--- config.mk ---
export PLATFORM = sky130hd
export DESIGN_NAME = tx8_select_sequencer
export DESIGN_NICKNAME = d
export VERILOG_FILES = /design/src/rtl/tx8_pkg.sv /design/src/rtl/tx8_dwell_counter.sv /design/src/rtl/tx8_select_sequencer.sv
export SDC_FILE = /design/constraint.sdc
export NUM_CORES = 1
export LEC_CHECK = 0
export ABC_AREA = 0
export CORE_MARGIN = 5
export CORE_UTILIZATION = 38
export CTS_BUF_LIST = sky130_fd_sc_hd__clkbuf_4 sky130_fd_sc_hd__clkbuf_8
export DETAILED_ROUTE_END_ITERATION = 8
export GPL_TIMING_DRIVEN = 1
export HOLD_SLACK_MARGIN = 0.15
export REMOVE_ABC_BUFFERS = 1
export SLEW_MARGIN = 10
export SYNTH_ARGS = -nofsm -noshare
export SYNTH_HDL_FRONTEND = slang
export SYNTH_SLANG_ARGS = --single-unit
--- constraint.sdc ---
create_clock -name clk -period 4.65 [get_ports clk]
set_input_delay 1.1625 -clock clk [delete_from_list [all_inputs] [get_ports clk]]
set_output_delay 1.1625 -clock clk [all_outputs]
set_load 0.01 [all_outputs]
--- src/rtl/tx8_pkg.sv ---
// Shared types and constants for the 8-channel select sequencer.
package tx8_pkg;

  localparam int SEL_W  = 3;
  localparam int DATA_W = 8;

  localparam logic [SEL_W-1:0] SEL_FIRST = 3'b000;
  localparam logic [SEL_W-1:0] SEL_LAST  = 3'b111;

  typedef enum logic [1:0] {
    ST_IDLE = 2'd0,
    ST_SEND = 2'd1,
    ST_GAP  = 2'd2
  } state_e;

  // True when the select code is the final code of a frame.
  function automatic logic is_last_code(input logic [SEL_W-1:0] code);
    return (code == SEL_LAST);
  endfunction

endpackage

--- src/rtl/tx8_dwell_counter.sv ---
// Saturating up-counter with synchronous load-to-zero and terminal-count flags.
// Counts 0..LIMIT-1 while enabled and holds at LIMIT-1 (no wrap).
// tc reflects the current count; tc_next reflects the count after the next edge.
module tx8_dwell_counter #(
  parameter int LIMIT = 4
) (
  input  logic clk,
  input  logic rst_n,
  input  logic load,
  input  logic en,
  output logic tc,
  output logic tc_next
);

  localparam int W = $clog2(LIMIT + 1);
  localparam logic [W-1:0] TC_VAL = W'(LIMIT - 1);
  localparam logic [W-1:0] ONE    = W'(1);

  logic [W-1:0] count_q;
  logic [W-1:0] count_d;

  assign tc      = (count_q == TC_VAL);
  assign tc_next = (count_d == TC_VAL);

  // Next-count: load wins, otherwise increment until terminal count.
  always_comb begin
    count_d = count_q;
    if (load) begin
      count_d = '0;
    end else if (en && !tc) begin
      count_d = count_q + ONE;
    end else begin
      count_d = count_q;
    end
  end

  // Count register.
  always_ff @(posedge clk or negedge rst_n) begin
    if (!rst_n) begin
      count_q <= '0;
    end else begin
      count_q <= count_d;
    end
  end

endmodule

--- src/rtl/tx8_select_sequencer.sv ---
// Accepts one byte per frame, holds it on iData and steps {A,B,C} through
// 000..111 with a fixed dwell per code, followed by an idle gap.
module tx8_select_sequencer
  import tx8_pkg::*;
#(
  parameter int DWELL_CYCLES = 4,
  parameter int GAP_CYCLES   = 10
) (
  input  logic              clk,
  input  logic              rst_n,
  input  logic              in_valid,
  input  logic [DATA_W-1:0] in_data,
  output logic              in_ready,
  output logic [DATA_W-1:0] iData,
  output logic              A,
  output logic              B,
  output logic              C,
  output logic              sel_valid,
  output logic              busy,
  output logic              frame_done
);

  state_e            state_q, state_d;
  logic [DATA_W-1:0] data_q, data_d;
  logic [SEL_W-1:0]  sel_q, sel_d;
  logic              in_ready_q, in_ready_d;
  logic              sel_valid_q, sel_valid_d;
  logic              busy_q, busy_d;
  logic              frame_done_q, frame_done_d;

  logic accept;
  logic dwell_load, dwell_en, dwell_tc, dwell_tc_next;
  logic frame_end;
  logic gap_load, gap_en, gap_tc, gap_tc_next;
  logic gap_unused_s;

  assign accept    = in_valid && in_ready_q;
  assign frame_end = (state_q == ST_SEND) && dwell_tc && is_last_code(sel_q);

  // Dwell restarts on every accepted byte and after each completed code.
  assign dwell_en   = (state_q == ST_SEND);
  assign dwell_load = accept || ((state_q == ST_SEND) && dwell_tc);

  // Gap timer starts from zero as the last code finishes.
  assign gap_en   = (state_q == ST_GAP);
  assign gap_load = frame_end;

  tx8_dwell_counter #(
    .LIMIT (DWELL_CYCLES)
  ) u_dwell (
    .clk     (clk),
    .rst_n   (rst_n),
    .load    (dwell_load),
    .en      (dwell_en),
    .tc      (dwell_tc),
    .tc_next (dwell_tc_next)
  );

  generate
    if (GAP_CYCLES > 0) begin : g_gap
      tx8_dwell_counter #(
        .LIMIT (GAP_CYCLES)
      ) u_gap (
        .clk     (clk),
        .rst_n   (rst_n),
        .load    (gap_load),
        .en      (gap_en),
        .tc      (gap_tc),
        .tc_next (gap_tc_next)
      );
    end else begin : g_no_gap
      // GAP state is never entered; tie the timer off.
      assign gap_tc      = 1'b1;
      assign gap_tc_next = 1'b1;
    end
  endgenerate

  // The gap look-ahead flag and timer controls are not needed by the FSM.
  assign gap_unused_s = ^{gap_tc_next, gap_load, gap_en};

  // Next-state, data/select update and look-ahead of all registered outputs.
  always_comb begin
    state_d = state_q;
    data_d  = data_q;
    sel_d   = sel_q;
    case (state_q)
      ST_IDLE: begin
        if (accept) begin
          data_d  = in_data;
          sel_d   = SEL_FIRST;
          state_d = ST_SEND;
        end else begin
          state_d = ST_IDLE;
        end
      end
      ST_SEND: begin
        if (dwell_tc) begin
          if (is_last_code(sel_q)) begin
            state_d = (GAP_CYCLES == 0) ? ST_IDLE : ST_GAP;
          end else begin
            sel_d = sel_q + 3'd1;
          end
        end else begin
          state_d = ST_SEND;
        end
      end
      ST_GAP: begin
        if (gap_tc) begin
          state_d = ST_IDLE;
        end else begin
          state_d = ST_GAP;
        end
      end
      default: begin
        state_d = ST_IDLE;
      end
    endcase

    in_ready_d   = (state_d == ST_IDLE);
    sel_valid_d  = (state_d == ST_SEND);
    busy_d       = (state_d != ST_IDLE);
    // Flag the last dwell cycle of the last code one cycle ahead.
    frame_done_d = (state_d == ST_SEND) && is_last_code(sel_d) && dwell_tc_next;
  end

  // FSM state, held byte, select code and registered outputs.
  always_ff @(posedge clk or negedge rst_n) begin
    if (!rst_n) begin
      state_q      <= ST_IDLE;
      data_q       <= 8'h00;
      sel_q        <= 3'b000;
      in_ready_q   <= 1'b0;
      sel_valid_q  <= 1'b0;
      busy_q       <= 1'b0;
      frame_done_q <= 1'b0;
    end else begin
      state_q      <= state_d;
      data_q       <= data_d;
      sel_q        <= sel_d;
      in_ready_q   <= in_ready_d;
      sel_valid_q  <= sel_valid_d;
      busy_q       <= busy_d;
      frame_done_q <= frame_done_d;
    end
  end

  assign in_ready   = in_ready_q;
  assign iData      = data_q;
  assign A          = sel_q[2];
  assign B          = sel_q[1];
  assign C          = sel_q[0];
  assign sel_valid  = sel_valid_q;
  assign busy       = busy_q;
  assign frame_done = frame_done_q;

endmodule

Yosys cells after proc, flatten, opt, wreduce, memory -nomap -nowiden. Cells that the tools add are included.

Bits of input ports: 11. Logic and storage cells: 48. Flip-flop bits (word level): 24.

Equality and inequality tests: 8. Muxes and demuxes: 13. Reductions and logical operators: 15. $add $sub $neg: 3.

Operators by type and width (count): $mux 3 (5); $mux 4 (2); $logic_and 1x1->1 (7); $add 3x1->3 const B (2); $eq 3x2->1 const B (2); $eq 3x3->1 const B (2); $mux 2 (3); $pmux 2 s3 (1); $pmux 3 s2 (1); $add 4x1->4 const B (1); $eq 2x1->1 const B (2); $eq 4x4->1 const B (1); $logic_not 2->1 (2); $reduce_bool 2->1 (2); $eq 2x2->1 const B (1); $logic_not 1->1 (2); $reduce_and 2->1 (1); $logic_or 1x1->1 (1); $mux 1 (1).

Logic depth before layout (Yosys ltp). Gate-level depths: netlist of the first run.

Depth after elaboration: 7. Mapped depth: 6.

By module. From an unflattened synthesis of the first run, not the netlist that was laid out.

Cell total of the unflattened synthesis: 101. Area, all modules: 1202.4 um^2.

By module, submodules not included: tx8_select_sequencer (sequential area each 425.4 um^2, area each 715.7 um^2, instances 1, cells each 53); tx8_dwell_counter at g_gap.u_gap (sequential area each 100.1 um^2, area each 276.5 um^2, instances 1, cells each 30); tx8_dwell_counter at u_dwell (sequential area each 75.1 um^2, area each 210.2 um^2, instances 1, cells each 18).

Worst setup path before layout of the first run. Ideal clock, no wire load.

Path type: input port to flip-flop. From: in in_valid. To: reg data_q[0], in the netlist iData[0]. Library setup time: 0.125 ns. Cell stages on the path: 3. Path slack: 2.578 ns. Buffers on the path: 1. Arrival time: 1.947 ns. Required time: 4.525 ns. Cells stage by stage: and4bb_1 -> buf_2 -> mux2_2.

Cells in the longest elaborated chain, start to end: 2.

Ends and longest elaborated chain: from (decl) (line tx8_select_sequencer.sv:11) `input logic in_valid,`; $logic_and 1x1->1 (line tx8_select_sequencer.sv:37) `assign accept = in_valid && in_ready_q;`; $reduce_and 2->1 (no line); to (signal assigned) (line tx8_select_sequencer.sv:138) `data_q <= data_d;`; to (decl) (line tx8_select_sequencer.sv:24) `logic [DATA_W-1:0] data_q, data_d;`.

Every way passes these cells. A chain may end at the register's enable or synchronous reset.

Worst setup path after layout of the first run.
From: reg sel_q[0]. To: out C.

RTL lines: from (decl) (line tx8_select_sequencer.sv:25) `logic [SEL_W-1:0] sel_q, sel_d;`; from (signal assigned) (line tx8_select_sequencer.sv:139) `sel_q <= sel_d;`; to (decl) (line tx8_select_sequencer.sv:17) `output logic C,`.

No word-level cell between the ends.

==> impl_metrics.sql, run 1 <==
INSERT INTO impl_metrics (metric_group, metric, value, unit) VALUES
('critical_path', 'timing.critical_path.from', 'sel_q[0]', ''),
('global_route', 'grt_util_met3', '0.04440', ''),
('place', 'globalplace.congestion', '0.7489', ''),
('sta', 'finalHoldWorstSlack', '527.3', 'ps'),
('cts', 'cts_tree', 'yes', ''),
('cts', 'numClockSinks', '24', ''),
('die', 'row_count', '19', ''),
('final_layout', 'post-route-util', '0.5066', ''),
('yosys', 'synthCells', '89', ''),
('sta', 'setup_repair_after_global_routing_missed_its_margin', 'no', ''),
('sta', 'maximum_operating_frequency', '401.8', 'MHz'),
('final_layout', 'final.fill_count', '257', ''),
('critical_path', 'critPathArrivalTime', '1330', 'ps'),
('yosys', 'yosys_most_used_dff', 'sky130_fd_sc_hd__dfrtp_1', ''),
('yosys', 'async_reset_ff_frac', '1.000', ''),
('route', 'num_vias', '748', ''),
('route', 'detail_route.drc_violations', '0', ''),
('global_route', 'grt_pass1_vias', '815', ''),
('route', 'route.final.wire_length', '2105', 'um'),
('sta', 'finalWorstPathRequiredPeriod', '2489', 'ps'),
('critical_path', 'max_stage_delay', '570', 'ps'),
('hold_path', 'hold-path-cell-count', '1', ''),
('sta', 'max_slew.worst_pin.slew', '1041', 'ps'),
('route', 'route.detailed.wl_per_inst', '14.32', 'um'),
('final_layout', 'final_cell_area', '1385', 'um2'),
('yosys', 'synth.avg_cell_area', '12.12', 'um2'),
('critical_path', 'critPathRequiredTime', '3490', 'ps'),
('hold_path', 'hold_path_startpoint', 'iData[4]', ''),
('sta', 'max_slew_margin', '0.3040', ''),
('yosys', 'synth.yosys.seq_area_share', '0.5568', ''),
('cts', 'clk_latency', '310', 'ps'),
('yosys', 'mappedNetlistArea', '1079', 'um2'),
('critical_path', 'critical-path-top-delay-family', 'buffers and inverters', ''),
('hold_path', 'hold_class', 'reg2reg', ''),
('die', 'dieWidth', '63.28', 'um'),
('cts', 'path_clk_slew', '130', 'ps'),
('critical_path', 'timing.critical_path.depth', '1', ''),
('global_route', 'grt_antenna_before_repair', '0', ''),
('final_layout', 'multiInputGateArea', '465.4', 'um2'),
('place', 'portBuffers', '25', ''),
('sta', 'timing.final.max_slew_violations', '0', ''),
('final_layout', 'nNetsFinal', '134', ''),
('yosys', 'synth_cell_types', '29', ''),
('power', 'post-layout-total-power', '0.0007998', 'W'),
('run_status', 'status', 'finished, final reports clean', ''),
('critical_path', 'cp-start-kind', 'flop', ''),
('final_layout', 'layout_cells_sized_above_1', '0.1466', ''),
('run', 'maxCapViolations', '0', ''),
('sta', 'hold_viol_final', '0', ''),
('global_route', 'global_route.usage.met2', '0.1821', ''),
('critical_path', 'crit_buf_inv', '1', ''),
('cts', 'cts_inserted_buffers', '3', ''),
('final_layout', 'area_growth_syn_to_layout', '28.42', '%'),
('critical_path', 'path_cells', 'clkdlybuf4s50_1', ''),
('die', 'fp.dieH', '63.28', 'um'),
('yosys', 'count_of_flip_flops_with_a_built_in_enable_after_synthesis', '0', ''),
('cts', 'cts_hold_buf', '0', ''),
('power', 'power_per_cell_area', '577.5', 'nW/um2'),
('place', 'post_dp_cell_area', '1363', 'um2'),
('power', 'ir_drop', '316.6', 'uV'),
('critical_path', 'rr_startpoint', 'u_dwell.count_q[0]', ''),
('critical_path', 'critPathKind', 'reg2out', ''),
('critical_path', 'critPathMaxFanout', '6', ''),
('cts', 'htreeDepth', '1', ''),
('global_route', 'top_usage_layer', 'met2', ''),
('cts', 'cts_root_buffer', 'sky130_fd_sc_hd__clkbuf_4', ''),
('global_route', 'gr-usage-met1', '0.1532', ''),
('die', 'initial_utilization', '0.3945', ''),
('critical_path', 'crit_slowest_cell', 'sky130_fd_sc_hd__clkdlybuf4s50_1', ''),
('yosys', 'ys_ff_latch', '24', ''),
('route', 'drt_pre_antenna_iters', '3', '');
[cells by family (layout without fill, tap and decap cells)]
group,after synthesis,in the layout,synth area share
adders and majority gates,5,5,0.05800
and+or+nand+nor,33,33,0.1763
muxes,12,12,0.1218
AOI/OAI and AO/OA,9,9,0.05105
xor gates and xnor gates,3,3,0.02437
buffers and inverters,3,30,0.01160
DFF,24,24,0.5568
[worst reg2reg max path, delay by kind of cell, from the launching register on]
family	cells	cell delay (ps)
adders and majority gates	2	450
and+or+nand+nor	4	1010
DFF	1	420
[registers in the layout, indices dropped and copies added, names as in the netlist]
register and flops:
iData 8, g_gap.u_gap.count_q 4, sel_q 3, u_dwell.count_q 3, state_q 2, busy 1, frame_done 1, in_ready 1
sel_valid 1
[synth_stat cells (all sizes together) (2+ instances only)]
cell | n | area (um2)
nor2b | 2 | 12.51
and2b | 2 | 16.27
o21ai | 3 | 15.01
mux2 | 9 | 101.4
nand2 | 6 | 22.52
mux2i | 3 | 30.03
ha | 5 | 62.56
a21oi | 2 | 10.01
inv | 2 | 7.510
nor2 | 11 | 41.29
dfrtp | 24 | 600.6
xor2 | 3 | 26.28
nor3 | 2 | 10.01
or2 | 2 | 12.51
[layer usage]
layer  vias to the layer above  part of all wire
met3                         2             0.069
met4                         0            0.0081
li1                        362                 -
met1                       365              0.44
met2                        19              0.48
met5                         -                 0
[worst paths after layout]
path                                           to  slack [ps]
max in group asynchronous      u_dwell.count_q[1]        2620
hold / removal                           iData[4]         530
hold reg to reg                          iData[4]         530
min in group asynchronous  g_gap.u_gap.count_q[1]        1400
setup reg to reg                       frame_done        2720
setup / recovery                                C        2160
[report_power, final]
part	internal (W)	switching, W
clock	0.0000303	0.0000604
sequential	0.000288	0.0000555
combinational	0.000213	0.000153
[cell usage in the layout (no fill, tap or decap), types with 2 or more instances in the layout]
cell / synthesis / layout
sky130_fd_sc_hd__ha_1: 5 / 5
sky130_fd_sc_hd__inv_1: 2 / 2
sky130_fd_sc_hd__nor3_1: 2 / 2
sky130_fd_sc_hd__nand2_1: 6 / 6
sky130_fd_sc_hd__mux2i_1: 3 / 3
sky130_fd_sc_hd__or2_2: 2 / 2
sky130_fd_sc_hd__nor2b_1: 2 / 2
sky130_fd_sc_hd__nor2_1: 11 / 11
sky130_fd_sc_hd__o21ai_0: 2 / 2
sky130_fd_sc_hd__dfrtp_1: 24 / 24
sky130_fd_sc_hd__clkdlybuf4s50_1: 0 / 25
sky130_fd_sc_hd__mux2_2: 9 / 9
sky130_fd_sc_hd__a21oi_1: 2 / 2
sky130_fd_sc_hd__clkbuf_4: 0 / 3
sky130_fd_sc_hd__xor2_1: 3 / 3
[cell type report]
class | instances | area share
Inverter | 2 | 0.005420
Multi-Input combinational cell | 62 | 0.3360
Clock buffer | 3 | 0.01626
Tap cell | 31 | 0.02800
Timing Repair Buffer | 25 | 0.1807
Sequential cell | 24 | 0.4336
[stage by stage]
step                      setup slack [ps]  std cells
final                                 2161        147
after global placement                1876        144
after floorplan                       2460         88
after detailed placement              1833        144
after global routing                  2087        147
after CTS                             2145        147
(Power assumes the default switching activity.)
==> run 2, diff against run 1 <==
==> constraint.sdc (replaced) <==
create_clock -name clk -period 2.32 [get_ports clk]
set_input_delay 0.58 -clock clk [delete_from_list [all_inputs] [get_ports clk]]
set_output_delay 0.58 -clock clk [all_outputs]
set_load 0.01 [all_outputs]
==> run 2 against run 1 <==
Against the previous run:
- cell count grew 1.4%
- setup slack got worse by 1700 ps
- sequential share of layout area fell by 0.66 points
- via count grew 3.1%
- die area is the same
- cell area grew 1.5%
- largest power group unchanged
- routed wire length decreased by 3.5%
==> impl_metrics.sql, run 2 (same netlist as run 1, synthesis figures left out) <==
INSERT INTO impl_metrics (metric_group, metric, value, unit) VALUES
('run_status', 'status', 'finished, final reports clean', ''),
('sta', 'finalHoldWorstSlack', '524.9', 'ps'),
('critical_path', 'cp-start-kind', 'flop', ''),
('route', 'ant_nets', '0', ''),
('global_route', 'grt_antenna_before_repair', '0', ''),
('route', 'drt_pre_antenna_iters', '4', ''),
('critical_path', 'worstSetupEndpointType', 'flop', ''),
('critical_path', 'path_common_cell', 'sky130_fd_sc_hd__ha_1', ''),
('final_layout', 'final_cell_area', '1406', 'um2'),
('final_layout', 'layout_cells_sized_above_1', '0.1610', ''),
('route', 'route.final.wire_length', '2032', 'um'),
('run', 'maxCapViolations', '0', ''),
('place', 'portBuffers', '25', ''),
('die', 'pin_count', '26', ''),
('critical_path', 'path_cells', 'ha_1, ha_1, and4_1, nor3_1, nor3b_2, and4b_1', ''),
('die', 'core_region_area', '2734', 'um2'),
('cts', 'cts_tree', 'yes', ''),
('final_layout', 'area_growth_syn_to_layout', '30.39', '%'),
('die', 'die_area', '4004', 'um2'),
('power', 'ir_drop', '633.5', 'uV'),
('cts', 'post_cts.resized_instances', '0', ''),
('sta', 'max_slew.worst_pin.slew', '555.3', 'ps'),
('die', 'row_count', '19', ''),
('sta', 'setup_repair_after_global_routing_missed_its_margin', 'no', ''),
('critical_path', 'ff2ff_path_depth', '6', ''),
('die', 'dieWidth', '63.28', 'um'),
('place', 'post_dp_cell_area', '1370', 'um2'),
('sta', 'max_slew_margin', '0.6298', ''),
('final_layout', 'largest_register_ffs', '8', ''),
('sta', 'timing.final.setup_violations', '0', ''),
('sta', 'final_min_period_over_clock_period', '0.8191', ''),
('die', 'initial_utilization', '0.3945', ''),
('final_layout', 'layout_commonest_cell', 'sky130_fd_sc_hd__clkdlybuf4s50_1', ''),
('sta', 'timing.setup.tns', '0', 'ps'),
('hold_path', 'hold_class', 'reg2reg', ''),
('route', 'detail_route.vias_per_cell', '5.174', ''),
('critical_path', 'critPathMaxFanout', '6', ''),
('cts', 'clk_latency', '320', 'ps'),
('place', 'detailedPlacementHpwl', '1549', 'um'),
('route', 'detail_route.iter0.violations', '25', ''),
('cts', 'numClockSinks', '24', ''),
('route', 'detail_route.drc_violations', '0', ''),
('final_layout', 'nNetsFinal', '135', ''),
('place', 'globalplace.congestion', '0.7739', ''),
('critical_path', 'critPathArrivalTime', '2160', 'ps'),
('critical_path', 'crit_slowest_cell', 'sky130_fd_sc_hd__dfrtp_1', ''),
('cts', 'path_clk_slew', '130', 'ps'),
('global_route', 'globalRouteOverflowTotal', '0', ''),
('sta', 'finalWorstPathRequiredPeriod', '1900', 'ps'),
('critical_path', 'max_stage_delay', '430', 'ps'),
('hold_path', 'hold-path-cell-count', '1', ''),
('global_route', 'grt_usage', '0.1176', ''),
('die', 'fp.dieH', '63.28', 'um'),
('route', 'route.detailed.wl_per_inst', '13.64', 'um'),
('critical_path', 'critPathKind', 'reg2reg', ''),
('final_layout', 'n_antenna_cell', '0', ''),
('cts', 'cts_max_path_buffers', '2', ''),
('cts', 'cts_hold_buf', '0', ''),
('power', 'p_leak', '0.6411', 'nW'),
('global_route', 'grt_start_max_net_pins', '25', ''),
('cts', 'cts_inserted_buffers', '3', ''),
('cts', 'cts_post_setup_buffers_inserted', '0', ''),
('global_route', 'grt_pass1_vias', '851', ''),
('final_layout', 'post-route-util', '0.5144', ''),
('cts', 'htreeDepth', '1', ''),
('sta', 'hold_viol_final', '0', ''),
('final_layout', 'layout_common_cells', 'sky130_fd_sc_hd__clkdlybuf4s50_1, sky130_fd_sc_hd__dfrtp_1, sky130_fd_sc_hd__nor2_1', ''),
('sta', 'maximum_operating_frequency', '526.2', 'MHz'),
('power', 'power_per_cell_area', '1166', 'nW/um2'),
('cts', 'cts_root_buffer', 'sky130_fd_sc_hd__clkbuf_4', ''),
('sta', 'timing.final.max_slew_violations', '0', ''),
('sta', 'finClkSkew', '8.031', 'ps'),
('route', 'num_vias', '771', ''),
('global_route', 'grt_first_pass_wirelength', '3815', 'um'),
('critical_path', 'critPathRequiredTime', '2580', 'ps');
[run 2: changes by cell type in the layout (fill, tap and decap cells not counted)]
| cell | change |
|---|---|
| sky130_fd_sc_hd__buf_4 | +1 |
| sky130_fd_sc_hd__clkbuf_8 | +1 |
[run 2: power by group]
group / internal [W] / switching [W]
Combinational: 0.000429 / 0.000303
Clock: 0.0000959 / 0.000126
Sequential: 0.000577 / 0.000109
Total: 0.00110 / 0.000538
[run 2: final timing paths]
kind | start | end | slack (ps)
worst max-delay path | u_dwell.count_q[0] | frame_done | 420
worst min-delay path | iData[2] | iData[2] | 520
worst max register to register | u_dwell.count_q[0] | frame_done | 420
worst min register to register | iData[2] | iData[2] | 520
max in group asynchronous | rst_n | iData[3] | 1480
min in group asynchronous | rst_n | state_q[0] | 600
[run 2: final cells by class]
type	count	area, um2
multi-input combinational	62	465.4
clock buffer	4	36.28
sequential	24	600.6
tap	31	38.79
fill	251	1328
inverter	2	7.507
timing repair buffer	26	257.7
[run 2: critical path, delay by kind of cell, from the launching register on]
kind / cells / cell delay [ps]
AND/OR/NAND/NOR: 4 / 980
adder cells (fa/ha/maj): 2 / 450
flip-flops: 1 / 430
[run 2: routing by layer]
metal / global-route usage / wire length, um
met5: 0 / 0
met4: 0.04675 / 23
met3: 0.03730 / 127
met2: 0.1987 / 977
met1: 0.1374 / 904
[run 2: through the flow]
| step | power (W) | cells | setup WS (ps) |
|---|---|---|---|
| after floorplan | 0.001086 | 88 | 614.4 |
| final | 0.001640 | 149 | 419.6 |
| after detailed placement | 0.001443 | 145 | 71.26 |
| after global routing | 0.001787 | 149 | 223.2 |
| after global placement | 0.001422 | 145 | 125.5 |
| after CTS | 0.001669 | 149 | 395.0 |
